### config.mk
export PLATFORM = sky130hd
export DESIGN_NAME = mvu_pe_popcount_acc_flat
export DESIGN_NICKNAME = d
export VERILOG_FILES = /design/src/rtl/mvu_pe_popcount_acc_if.sv /design/src/rtl/mvu_pe_popcount_acc.sv /design/src/flat_wrapper.sv
export SDC_FILE = /design/constraint.sdc
export NUM_CORES = 1
export LEC_CHECK = 0
export CAP_MARGIN = 20
export CORE_ASPECT_RATIO = 1.75
export CORE_MARGIN = 4
export CORE_UTILIZATION = 45
export CTS_CLUSTER_SIZE = 10
export DETAILED_ROUTE_END_ITERATION = 16
export HOLD_SLACK_MARGIN = 0.12
export PLACE_DENSITY = 0.75
export SLEW_MARGIN = 20
export SYNTH_ARGS = -nofsm -noshare
export SYNTH_HDL_FRONTEND = slang
export SYNTH_SLANG_ARGS = --single-unit
### constraint.sdc
create_clock -name clk -period 4.5 [get_ports clk]
set_input_delay 0.9 -clock clk [delete_from_list [all_inputs] [get_ports clk]]
set_output_delay 0.9 -clock clk [all_outputs]
set_load 0.02 [all_outputs]
### src/rtl/mvu_pe_popcount_acc_if.sv
// mvu_pe_popcount_acc_if: input beat stream and output result stream of the popcount accumulator
interface mvu_pe_popcount_acc_if #(parameter int SIMD = 8, parameter int TO = 16);
  logic            in_v;
  logic            in_rdy;
  logic [SIMD-1:0] in_xnor;
  logic            out_v;
  logic            out_rdy;
  logic [TO-1:0]   out;
  modport master (output in_v, in_xnor, out_rdy, input in_rdy, out_v, out);
  modport slave (input in_v, in_xnor, out_rdy, output in_rdy, out_v, out);
endinterface

### src/rtl/mvu_pe_popcount_acc.sv
// mvu_pe_popcount_acc: popcounts SIMD XNOR bits per beat and accumulates SF beats into one dot-product word
module mvu_pe_popcount_acc #(
  parameter int SIMD    = 8,
  parameter int SF      = 4,
  parameter int TO      = 16,
  parameter int BIPOLAR = 0
) (
  input  logic clk,
  input  logic rst,
  mvu_pe_popcount_acc_if.slave bus
);
  localparam int AW = $clog2(SIMD*SF+1);
  localparam int PW = $clog2(SIMD+1);
  localparam int CW = SF > 1 ? $clog2(SF) : 1;
  if (TO < AW + 1) begin : g_to_check
    $error("TO too narrow for SIMD*SF");
  end
  logic [PW-1:0] pc;
  logic [AW-1:0] acc_q, acc_d, sum;
  logic [CW-1:0] cnt_q, cnt_d;
  logic [TO-1:0] res_q, res_d, ext;
  logic          pend_q, pend_d, last, fire, take;
  always_comb begin
    pc = '0;
    for (int i = 0; i < SIMD; i++) pc = pc + PW'(bus.in_xnor[i]);
  end
  assign last       = cnt_q == CW'(SF-1);
  assign bus.in_rdy = !(pend_q && !bus.out_rdy && last);
  assign bus.out_v  = pend_q;
  assign bus.out    = res_q;
  assign fire       = bus.in_v && bus.in_rdy;
  assign take       = pend_q && bus.out_rdy;
  // beat 0 starts a fresh sum so no clear cycle is needed between vectors
  assign sum = (cnt_q == '0 ? '0 : acc_q) + AW'(pc);
  assign ext = TO'(sum);
  always_comb begin
    acc_d  = fire ? sum : acc_q;
    cnt_d  = fire ? (last ? '0 : cnt_q + CW'(1)) : cnt_q;
    res_d  = fire && last ? (BIPOLAR != 0 ? (ext << 1) - TO'(SIMD*SF) : ext) : res_q;
    pend_d = (fire && last) || (pend_q && !take);
  end
  always_ff @(posedge clk) begin
    if (rst) begin
      acc_q  <= '0;
      cnt_q  <= '0;
      res_q  <= '0;
      pend_q <= 1'b0;
    end else begin
      acc_q  <= acc_d;
      cnt_q  <= cnt_d;
      res_q  <= res_d;
      pend_q <= pend_d;
    end
  end
endmodule

### src/flat_wrapper.sv
// flat-port wrapper written by rule: the top's interface ports become plain ports
module mvu_pe_popcount_acc_flat 
#(
  parameter int SIMD    = 8,
  parameter int SF      = 4,
  parameter int TO      = 16,
  parameter int BIPOLAR = 0
)
  (clk, rst, bus_in_v, bus_in_xnor, bus_out_rdy, bus_in_rdy, bus_out_v, bus_out);
  mvu_pe_popcount_acc_if #(.SIMD(SIMD), .TO(TO)) bus_i ();
  input  logic clk;
  input  logic rst;
  input wire logic [$bits(bus_i.in_v)-1:0] bus_in_v;
  input wire logic [$bits(bus_i.in_xnor)-1:0] bus_in_xnor;
  input wire logic [$bits(bus_i.out_rdy)-1:0] bus_out_rdy;
  output wire logic [$bits(bus_i.in_rdy)-1:0] bus_in_rdy;
  output wire logic [$bits(bus_i.out_v)-1:0] bus_out_v;
  output wire logic [$bits(bus_i.out)-1:0] bus_out;
  assign bus_i.in_v = bus_in_v;
  assign bus_i.in_xnor = bus_in_xnor;
  assign bus_i.out_rdy = bus_out_rdy;
  assign bus_in_rdy = bus_i.in_rdy;
  assign bus_out_v = bus_i.out_v;
  assign bus_out = bus_i.out;
  mvu_pe_popcount_acc #(.SIMD(SIMD), .SF(SF), .TO(TO), .BIPOLAR(BIPOLAR)) u_core (.clk(clk), .rst(rst), .bus(bus_i));
endmodule
==> flow_results.xml, run 1 <==
<?xml version="1.0" encoding="UTF-8"?>
<metrics>
  <group name="finish">
    <metric name="num-nets-final" unit="">179</metric>
    <metric name="synthToLayoutAreaGrowth" unit="%">21.2</metric>
    <metric name="layout_common_cells" unit="">19 x sky130_fd_sc_hd__clkdlybuf4s50_1, 18 x sky130_fd_sc_hd__inv_1, 15 x sky130_fd_sc_hd__dfxtp_1</metric>
    <metric name="post_route_cells_drive_above_1_share" unit="">0.0855</metric>
    <metric name="antenna_cells" unit="">0</metric>
    <metric name="finalInstanceArea" unit="sq um">1360</metric>
    <metric name="mostFrequentLayoutCell" unit="">sky130_fd_sc_hd__clkdlybuf4s50_1</metric>
    <metric name="final_util" unit="">0.582</metric>
  </group>
  <group name="detailed_routing">
    <metric name="detailroute.via_count" unit="">930</metric>
    <metric name="avgViaCountPerCell" unit="">5.25</metric>
    <metric name="ant_nets" unit="">0</metric>
    <metric name="dr.pass1.iters" unit="">4</metric>
    <metric name="drt_iter0_markers" unit="">19</metric>
    <metric name="post_drt_wl_per_cell" unit="um">13.0</metric>
    <metric name="remaining_drc_errors" unit="">0</metric>
    <metric name="drt_wl_total" unit="mm">2.31</metric>
  </group>
  <group name="global_routing">
    <metric name="global_route.overflow_total" unit="">0</metric>
    <metric name="gr-usage-all-layers" unit="">0.156</metric>
    <metric name="grt_pass1_vias" unit="">944</metric>
    <metric name="antenna_violations_before_repair" unit="">0</metric>
    <metric name="grt_pass1_wl" unit="mm">3.91</metric>
    <metric name="grt_max_degree" unit="">22</metric>
  </group>
  <group name="cts">
    <metric name="clk_sinks" unit="">15</metric>
    <metric name="ctsHtreeMaxLevel" unit="">1</metric>
    <metric name="worstSkewPairLatency" unit="ns">0.25</metric>
    <metric name="clkSlewWorstSetupHoldPaths" unit="ns">0.06</metric>
    <metric name="post_cts.repair.setup_buffers" unit="">0</metric>
    <metric name="cts_inserted_buffers" unit="">3</metric>
    <metric name="clock-root-buffer" unit="">sky130_fd_sc_hd__clkbuf_8</metric>
    <metric name="cts_tree" unit="">yes</metric>
    <metric name="cts.path.max_buffers" unit="">2</metric>
  </group>
  <group name="floorplan">
    <metric name="fp-row-count" unit="">23</metric>
    <metric name="pin_count" unit="">30</metric>
    <metric name="start_util" unit="">0.480</metric>
    <metric name="floorplan.die_area" unit="sq um">3380</metric>
    <metric name="die-height" unit="um">74.0</metric>
    <metric name="die_width" unit="um">45.7</metric>
    <metric name="core_area" unit="sq um">2330</metric>
  </group>
  <group name="critical_path">
    <metric name="critical_path_slowest_stage_cell" unit="">sky130_fd_sc_hd__fa_1</metric>
    <metric name="critPathMaxFanout" unit="">4</metric>
    <metric name="ff2ff_path_depth" unit="">10</metric>
    <metric name="worstSetupStartpointType" unit="">input port</metric>
    <metric name="kind_of_critical_path" unit="">input port to register</metric>
    <metric name="arrival" unit="ns">4.47</metric>
    <metric name="crit_path_cell_trace" unit="">clkdlybuf4s50_1, ha_1, inv_1, fa_1, fa_1, fa_1, inv_1, fa_1, inv_1, fa_2, nor2b_1, o21ai_2, a2111o_1, o311ai_1</metric>
    <metric name="end_kind" unit="">register</metric>
    <metric name="critical-path-top-cell-by-count" unit="">sky130_fd_sc_hd__fa_1</metric>
    <metric name="worst_ep_required_time" unit="ns">4.65</metric>
    <metric name="cp_slowest_stage_delay" unit="ns">0.51</metric>
  </group>
  <group name="placed_design">
    <metric name="dp.final_hpwl" unit="mm">1.87</metric>
    <metric name="place_congestion" unit="">0.792</metric>
    <metric name="port_buffer_count" unit="">19</metric>
    <metric name="placedInstanceArea" unit="sq um">1290</metric>
  </group>
  <group name="logic_synthesis">
    <metric name="synth_area" unit="sq um">1120</metric>
    <metric name="yosys_register_bits" unit="">15</metric>
    <metric name="yosys_warnings" unit="">0</metric>
    <metric name="synth_cell_types" unit="">34</metric>
    <metric name="synth.avg_cell_area" unit="sq um">8.48</metric>
    <metric name="seq_area_frac_synth" unit="">0.268</metric>
    <metric name="post_synth_inst_count" unit="">132</metric>
  </group>
  <group name="sta">
    <metric name="actual_transition_at_the_worst_max_transition_pin" unit="ns">0.706</metric>
    <metric name="fmax" unit="MHz">231</metric>
    <metric name="worst_case_clock_skew" unit="ns">0.00197</metric>
    <metric name="worst_slew_margin_rel" unit="">0.528</metric>
    <metric name="fin_crit_sh" unit="">0.961</metric>
    <metric name="rsz0062_at_grt" unit="">false</metric>
    <metric name="post-route-min-period" unit="ns">4.32</metric>
    <metric name="finalHoldViolCount" unit="">0</metric>
    <metric name="setup-violations-final" unit="">0</metric>
    <metric name="maxSlewViolCount" unit="">0</metric>
  </group>
  <group name="flow_run">
    <metric name="maxCapViolations" unit="">0</metric>
  </group>
  <group name="run_status">
    <metric name="status" unit="">finished clean</metric>
  </group>
  <group name="pwr">
    <metric name="max-vdd-ir-drop" unit="V">0.000205</metric>
    <metric name="cellLeakagePower" unit="nW">0.584</metric>
    <metric name="p_per_area" unit="nW/um^2">287</metric>
    <metric name="fin_total_pwr" unit="mW">0.390</metric>
  </group>
  <group name="min_path">
    <metric name="holdCritPathClass" unit="">register to register</metric>
    <metric name="timing.hold.worst_path_depth" unit="">2</metric>
  </group>
</metrics>
area by class of cell:
| type | instances | area, sq um |
|---|---|---|
| Multi-Input combinational cell | 94 | 708 |
| Tap cell | 25 | 31.3 |
| Inverter | 18 | 67.6 |
| Timing Repair Buffer | 21 | 205 |
| Sequential cell | 15 | 300 |
| Fill cell | 223 | 973 |
| Clock buffer | 4 | 45.0 |
path summary, 6_finish.rpt:
kind / start / end / slack [ns]
max: bus_in_xnor[0] / u_core.bus.out[4]$_SDFFE_PP0P_ / 0.18
min: u_core.acc_q[0]$_SDFFE_PP0P_ / u_core.acc_q[0]$_SDFFE_PP0P_ / 0.45
max reg2reg: u_core.cnt_q[0]$_SDFFE_PP0P_ / u_core.bus.out[4]$_SDFFE_PP0P_ / 2.26
min reg2reg: u_core.acc_q[0]$_SDFFE_PP0P_ / u_core.acc_q[0]$_SDFFE_PP0P_ / 0.45
report_power, final:
part / leakage (nW) / internal (mW) / total, mW / switching, mW
sequential: 0.122 / 0.141 / 0.145 / 0.00428
clock: 0.0228 / 0.0628 / 0.112 / 0.0491
combinational: 0.440 / 0.0599 / 0.133 / 0.0729
total: 0.584 / 0.264 / 0.390 / 0.126
timing repair:
item                                    4_1_cts  5_1_grt
endpoints found under the setup margin        0        2
hold buffers                                  0        0
resized for setup                             0        4
registers in the layout, summed over array words and instances, names as in the netlist:
name	flops
u_core.acc_q	6
u_core.bus.out	6
u_core.bus.out_v	1
u_core.cnt_q	2
synthesized netlist by cell type:
| cell | n | area [sq um] |
|---|---|---|
| sky130_fd_sc_hd__a21o_1 | 1 | 7.51 |
| sky130_fd_sc_hd__a21oi_1 | 6 | 30.0 |
| sky130_fd_sc_hd__xor2_1 | 1 | 8.76 |
| sky130_fd_sc_hd__nand4b_1 | 2 | 17.5 |
| sky130_fd_sc_hd__clkbuf_1 | 1 | 3.75 |
| sky130_fd_sc_hd__nand3b_1 | 5 | 37.5 |
| sky130_fd_sc_hd__inv_1 | 18 | 67.6 |
| sky130_fd_sc_hd__o2bb2ai_2 | 1 | 15.0 |
| sky130_fd_sc_hd__nand2_1 | 10 | 37.5 |
| sky130_fd_sc_hd__nand3_1 | 3 | 15.0 |
| sky130_fd_sc_hd__buf_4 | 11 | 82.6 |
| sky130_fd_sc_hd__a2111o_1 | 1 | 11.3 |
| sky130_fd_sc_hd__o311ai_1 | 1 | 8.76 |
| sky130_fd_sc_hd__and4b_1 | 1 | 10.0 |
| sky130_fd_sc_hd__o21ai_1 | 1 | 5.00 |
| sky130_fd_sc_hd__nor2_1 | 12 | 45.0 |
| sky130_fd_sc_hd__buf_1 | 1 | 3.75 |
| sky130_fd_sc_hd__xnor2_1 | 2 | 17.5 |
| sky130_fd_sc_hd__a22oi_1 | 1 | 7.51 |
| sky130_fd_sc_hd__nor2_2 | 1 | 6.26 |
| sky130_fd_sc_hd__nor2b_1 | 7 | 43.8 |
| sky130_fd_sc_hd__a211oi_2 | 2 | 25.0 |
| sky130_fd_sc_hd__conb_1 | 1 | 3.75 |
| sky130_fd_sc_hd__and2_1 | 1 | 6.26 |
| sky130_fd_sc_hd__mux2i_1 | 2 | 20.0 |
| sky130_fd_sc_hd__ha_1 | 9 | 113 |
| sky130_fd_sc_hd__o221ai_1 | 1 | 8.76 |
| sky130_fd_sc_hd__dfxtp_1 | 15 | 300 |
| sky130_fd_sc_hd__fa_1 | 5 | 100 |
| sky130_fd_sc_hd__a211oi_1 | 2 | 15.0 |
| sky130_fd_sc_hd__buf_2 | 1 | 5.00 |
| sky130_fd_sc_hd__a221o_1 | 1 | 10.0 |
| sky130_fd_sc_hd__nand4_1 | 1 | 6.26 |
| sky130_fd_sc_hd__nand2b_1 | 4 | 25.0 |
critical path, delay by kind of cell:
family | cells | cell delay [ns]
adders and majority gates | 6 | 2.27
buffers and inverters | 4 | 0.60
and+or+nand+nor | 1 | 0.14
AOI/OAI and AO/OA | 3 | 0.55
metal layers:
layer	vias up	wire, um	global-route usage
li1	453	-	-
met1	450	804	0.152
met2	22	1360	0.300
met3	5	81	0.0145
met4	0	57	0.0854
met5	-	0	0
metrics by stage:
stage	worst slack, ns	TNS (ns)	instances	hold slack (ns)
2_1_floorplan	0.375	0	141	0.432
3_3_place_gp	-0.0905	-0.157	173	0.442
3_5_place_dp	-0.193	-0.628	173	0.446
4_1_cts	0.0544	0	177	0.455
5_1_grt	0.0214	0	177	0.493
6_report	0.178	0	177	0.454
logic make-up after synthesis:
family / share of synthesized area
and+or+nand+nor: 0.223
buffers and inverters: 0.145
AOI/OAI and AO/OA: 0.128
DFF: 0.268
adders and majority gates: 0.190
xor gates and xnor gates: 0.0235
muxes: 0.0179
other: 0.00335
Power figures use the tool's default switching activity.
==> inputs of run 2 (changes only) <==
Settings changed: ABC_CLOCK_PERIOD_IN_PS set to 4500.
==> results of run 2 <==
Same layout as run 1: the final DEF is identical, and so are final timing and power.
==> inputs of run 3 (changes only) <==
Settings changed: CTS_BUF_LIST set to sky130_fd_sc_hd__clkbuf_8.
==> run 3 against run 2 <==
Combinational power about the same. Largest power group unchanged. Count of clock-buffer cells in the layout decreased by 1. Cell count did not move. Register-to-register slack hardly changed. Sequential power barely moved. Critical path type unchanged. Clock power is essentially flat. Power down 0.52%. Core utilization is the same. Worst setup slack better by 0.00063 ns. Global-route usage unchanged. Hold slack about the same.
==> flow_results.xml, run 3 (same netlist as run 1, synthesis figures left out) <==
<?xml version="1.0" encoding="UTF-8"?>
<metrics>
  <group name="pwr">
    <metric name="max-vdd-ir-drop" unit="V">0.000206</metric>
    <metric name="fin_total_pwr" unit="mW">0.388</metric>
    <metric name="p_sw_frac" unit="">0.326</metric>
    <metric name="sequentialPowerShare" unit="">0.374</metric>
    <metric name="power_frac_clock" unit="">0.283</metric>
    <metric name="power_report.internal_total" unit="mW">0.261</metric>
    <metric name="cellLeakagePower" unit="nW">0.589</metric>
    <metric name="comb_power_share" unit="">0.342</metric>
    <metric name="p_per_area" unit="nW/um^2">286</metric>
    <metric name="switching_power" unit="mW">0.127</metric>
  </group>
  <group name="floorplan">
    <metric name="die_width" unit="um">45.7</metric>
    <metric name="pin_count" unit="">30</metric>
    <metric name="die-height" unit="um">74.0</metric>
    <metric name="fp-row-count" unit="">23</metric>
    <metric name="start_util" unit="">0.480</metric>
    <metric name="floorplan.die_area" unit="sq um">3380</metric>
    <metric name="core_area" unit="sq um">2330</metric>
  </group>
  <group name="critical_path">
    <metric name="end_kind" unit="">register</metric>
    <metric name="cp_slowest_stage_delay" unit="ns">0.51</metric>
    <metric name="arrival" unit="ns">4.47</metric>
    <metric name="critical_path_slowest_stage_cell" unit="">sky130_fd_sc_hd__fa_1</metric>
    <metric name="worst_ep_required_time" unit="ns">4.65</metric>
    <metric name="critical-path-top-cell-by-count" unit="">sky130_fd_sc_hd__fa_1</metric>
    <metric name="kind_of_critical_path" unit="">input port to register</metric>
    <metric name="critPathMaxFanout" unit="">4</metric>
    <metric name="crit_path_cell_trace" unit="">clkdlybuf4s50_1, ha_1, inv_1, fa_1, fa_1, fa_1, inv_1, fa_1, inv_1, fa_2, nor2b_1, o21ai_2, a2111o_1, o311ai_1</metric>
    <metric name="reg2reg_slack" unit="ns">2.26</metric>
    <metric name="worstSetupStartpointType" unit="">input port</metric>
  </group>
  <group name="cts">
    <metric name="worstSkewPairLatency" unit="ns">0.25</metric>
    <metric name="clk_sinks" unit="">15</metric>
    <metric name="cts_inserted_buffers" unit="">3</metric>
    <metric name="cts.path.max_buffers" unit="">2</metric>
    <metric name="clkSlewWorstSetupHoldPaths" unit="ns">0.06</metric>
    <metric name="ctsHtreeMaxLevel" unit="">1</metric>
    <metric name="clock-root-buffer" unit="">sky130_fd_sc_hd__clkbuf_8</metric>
    <metric name="cts_tree" unit="">yes</metric>
  </group>
  <group name="sta">
    <metric name="worst_slew_margin_rel" unit="">0.529</metric>
    <metric name="finalHoldWorstSlack" unit="ns">0.454</metric>
    <metric name="rsz0062_at_grt" unit="">false</metric>
    <metric name="fin_crit_sh" unit="">0.960</metric>
    <metric name="worst_case_clock_skew" unit="ns">0.00138</metric>
    <metric name="actual_transition_at_the_worst_max_transition_pin" unit="ns">0.705</metric>
    <metric name="fmax" unit="MHz">231</metric>
    <metric name="setup-violations-final" unit="">0</metric>
    <metric name="finalHoldViolCount" unit="">0</metric>
    <metric name="setup_slack" unit="ns">0.178</metric>
    <metric name="maxSlewViolCount" unit="">0</metric>
    <metric name="post-route-min-period" unit="ns">4.32</metric>
  </group>
  <group name="placed_design">
    <metric name="placedInstanceArea" unit="sq um">1290</metric>
    <metric name="place_ws" unit="ns">-0.193</metric>
    <metric name="port_buffer_count" unit="">19</metric>
    <metric name="place_congestion" unit="">0.792</metric>
    <metric name="dp.final_hpwl" unit="mm">1.87</metric>
    <metric name="dpl.cell_count" unit="">173</metric>
  </group>
  <group name="finish">
    <metric name="antenna_cells" unit="">0</metric>
    <metric name="num-nets-final" unit="">179</metric>
    <metric name="layout_common_cells" unit="">19 x sky130_fd_sc_hd__inv_1, 19 x sky130_fd_sc_hd__clkdlybuf4s50_1, 15 x sky130_fd_sc_hd__dfxtp_1</metric>
    <metric name="finalInstanceArea" unit="sq um">1360</metric>
    <metric name="instances_no_fill" unit="">177</metric>
    <metric name="post_route_cells_drive_above_1_share" unit="">0.0855</metric>
    <metric name="synthToLayoutAreaGrowth" unit="%">21.2</metric>
  </group>
  <group name="detailed_routing">
    <metric name="remaining_drc_errors" unit="">0</metric>
    <metric name="post_drt_wl_per_cell" unit="um">13.0</metric>
    <metric name="detailroute.via_count" unit="">932</metric>
    <metric name="drt_wl_total" unit="mm">2.31</metric>
    <metric name="avgViaCountPerCell" unit="">5.27</metric>
    <metric name="ant_nets" unit="">0</metric>
    <metric name="drt_iter0_markers" unit="">19</metric>
    <metric name="dr.pass1.iters" unit="">4</metric>
  </group>
  <group name="global_routing">
    <metric name="global_route.overflow_total" unit="">0</metric>
    <metric name="grt_max_degree" unit="">22</metric>
    <metric name="antenna_violations_before_repair" unit="">0</metric>
    <metric name="grt_pass1_wl" unit="mm">3.91</metric>
    <metric name="grt_pass1_vias" unit="">944</metric>
    <metric name="gr-usage-all-layers" unit="">0.156</metric>
  </group>
  <group name="run_status">
    <metric name="status" unit="">finished clean</metric>
  </group>
  <group name="flow_run">
    <metric name="maxCapViolations" unit="">0</metric>
  </group>
  <group name="min_path">
    <metric name="holdCritPathClass" unit="">register to register</metric>
  </group>
</metrics>
-- run 3: area by class of cell --
type	count	area [sq um]
repair buffers	21	205
clock inverters	1	3.75
multi-input cells	94	708
clock buffers	3	41.3
well taps	25	31.3
inverters	18	67.6
fillers	223	973
flip-flops and latches	15	300
-- run 3: worst paths after layout --
kind / startpoint / cells past startpoint / end
setup / recovery: bus_in_xnor[0] / 14 / u_core.bus.out[4]$_SDFFE_PP0P_
hold / removal: u_core.acc_q[0]$_SDFFE_PP0P_ / 2 / u_core.acc_q[0]$_SDFFE_PP0P_
setup reg to reg: u_core.cnt_q[0]$_SDFFE_PP0P_ / 10 / u_core.bus.out[4]$_SDFFE_PP0P_
hold reg to reg: u_core.acc_q[0]$_SDFFE_PP0P_ / 2 / u_core.acc_q[0]$_SDFFE_PP0P_
-- run 3: worst max-delay path, delay by kind of cell --
kind            cells  cell delay (ns)
compound gates      3             0.55
simple gates        1             0.14
buf+inv             4             0.60
fa+ha+maj           6             2.27
-- run 3: through the flow --
stage / setup TNS [ns] / util
final: 0 / 0.582
after global routing: 0 / 0.582
after CTS: 0 / 0.575
after detailed placement: -0.628 / 0.556
after global placement: -0.157 / 0.556
after floorplan: 0 / -
-- run 3: power groups by stage --
stage	sequential (mW)	clock, mW	combinational, mW
2_1_floorplan	0.148	0	0.0940
3_3_place_gp	0.147	0	0.121
3_5_place_dp	0.148	0	0.127
4_1_cts	0.145	0.110	0.130
5_1_grt	0.146	0.116	0.150
6_report	0.145	0.110	0.133
-- run 3: metal layers --
layer  global-route usage  up-vias  wire, um  part of all wire
met3               0.0145        5        81             0.035
met4               0.0854        0        57             0.025
met5                    0        -         0                 0
met2                0.300       22      1360              0.59
met1                0.152      451       808              0.35
li1                     -      454         -                 -
-- run 3: timing repair --
action | 4_1_cts | 5_1_grt
resized for setup | 0 | 4
hold buffers | 0 | 0
setup buffers | 0 | 0
setup endpoints to repair | 0 | 2
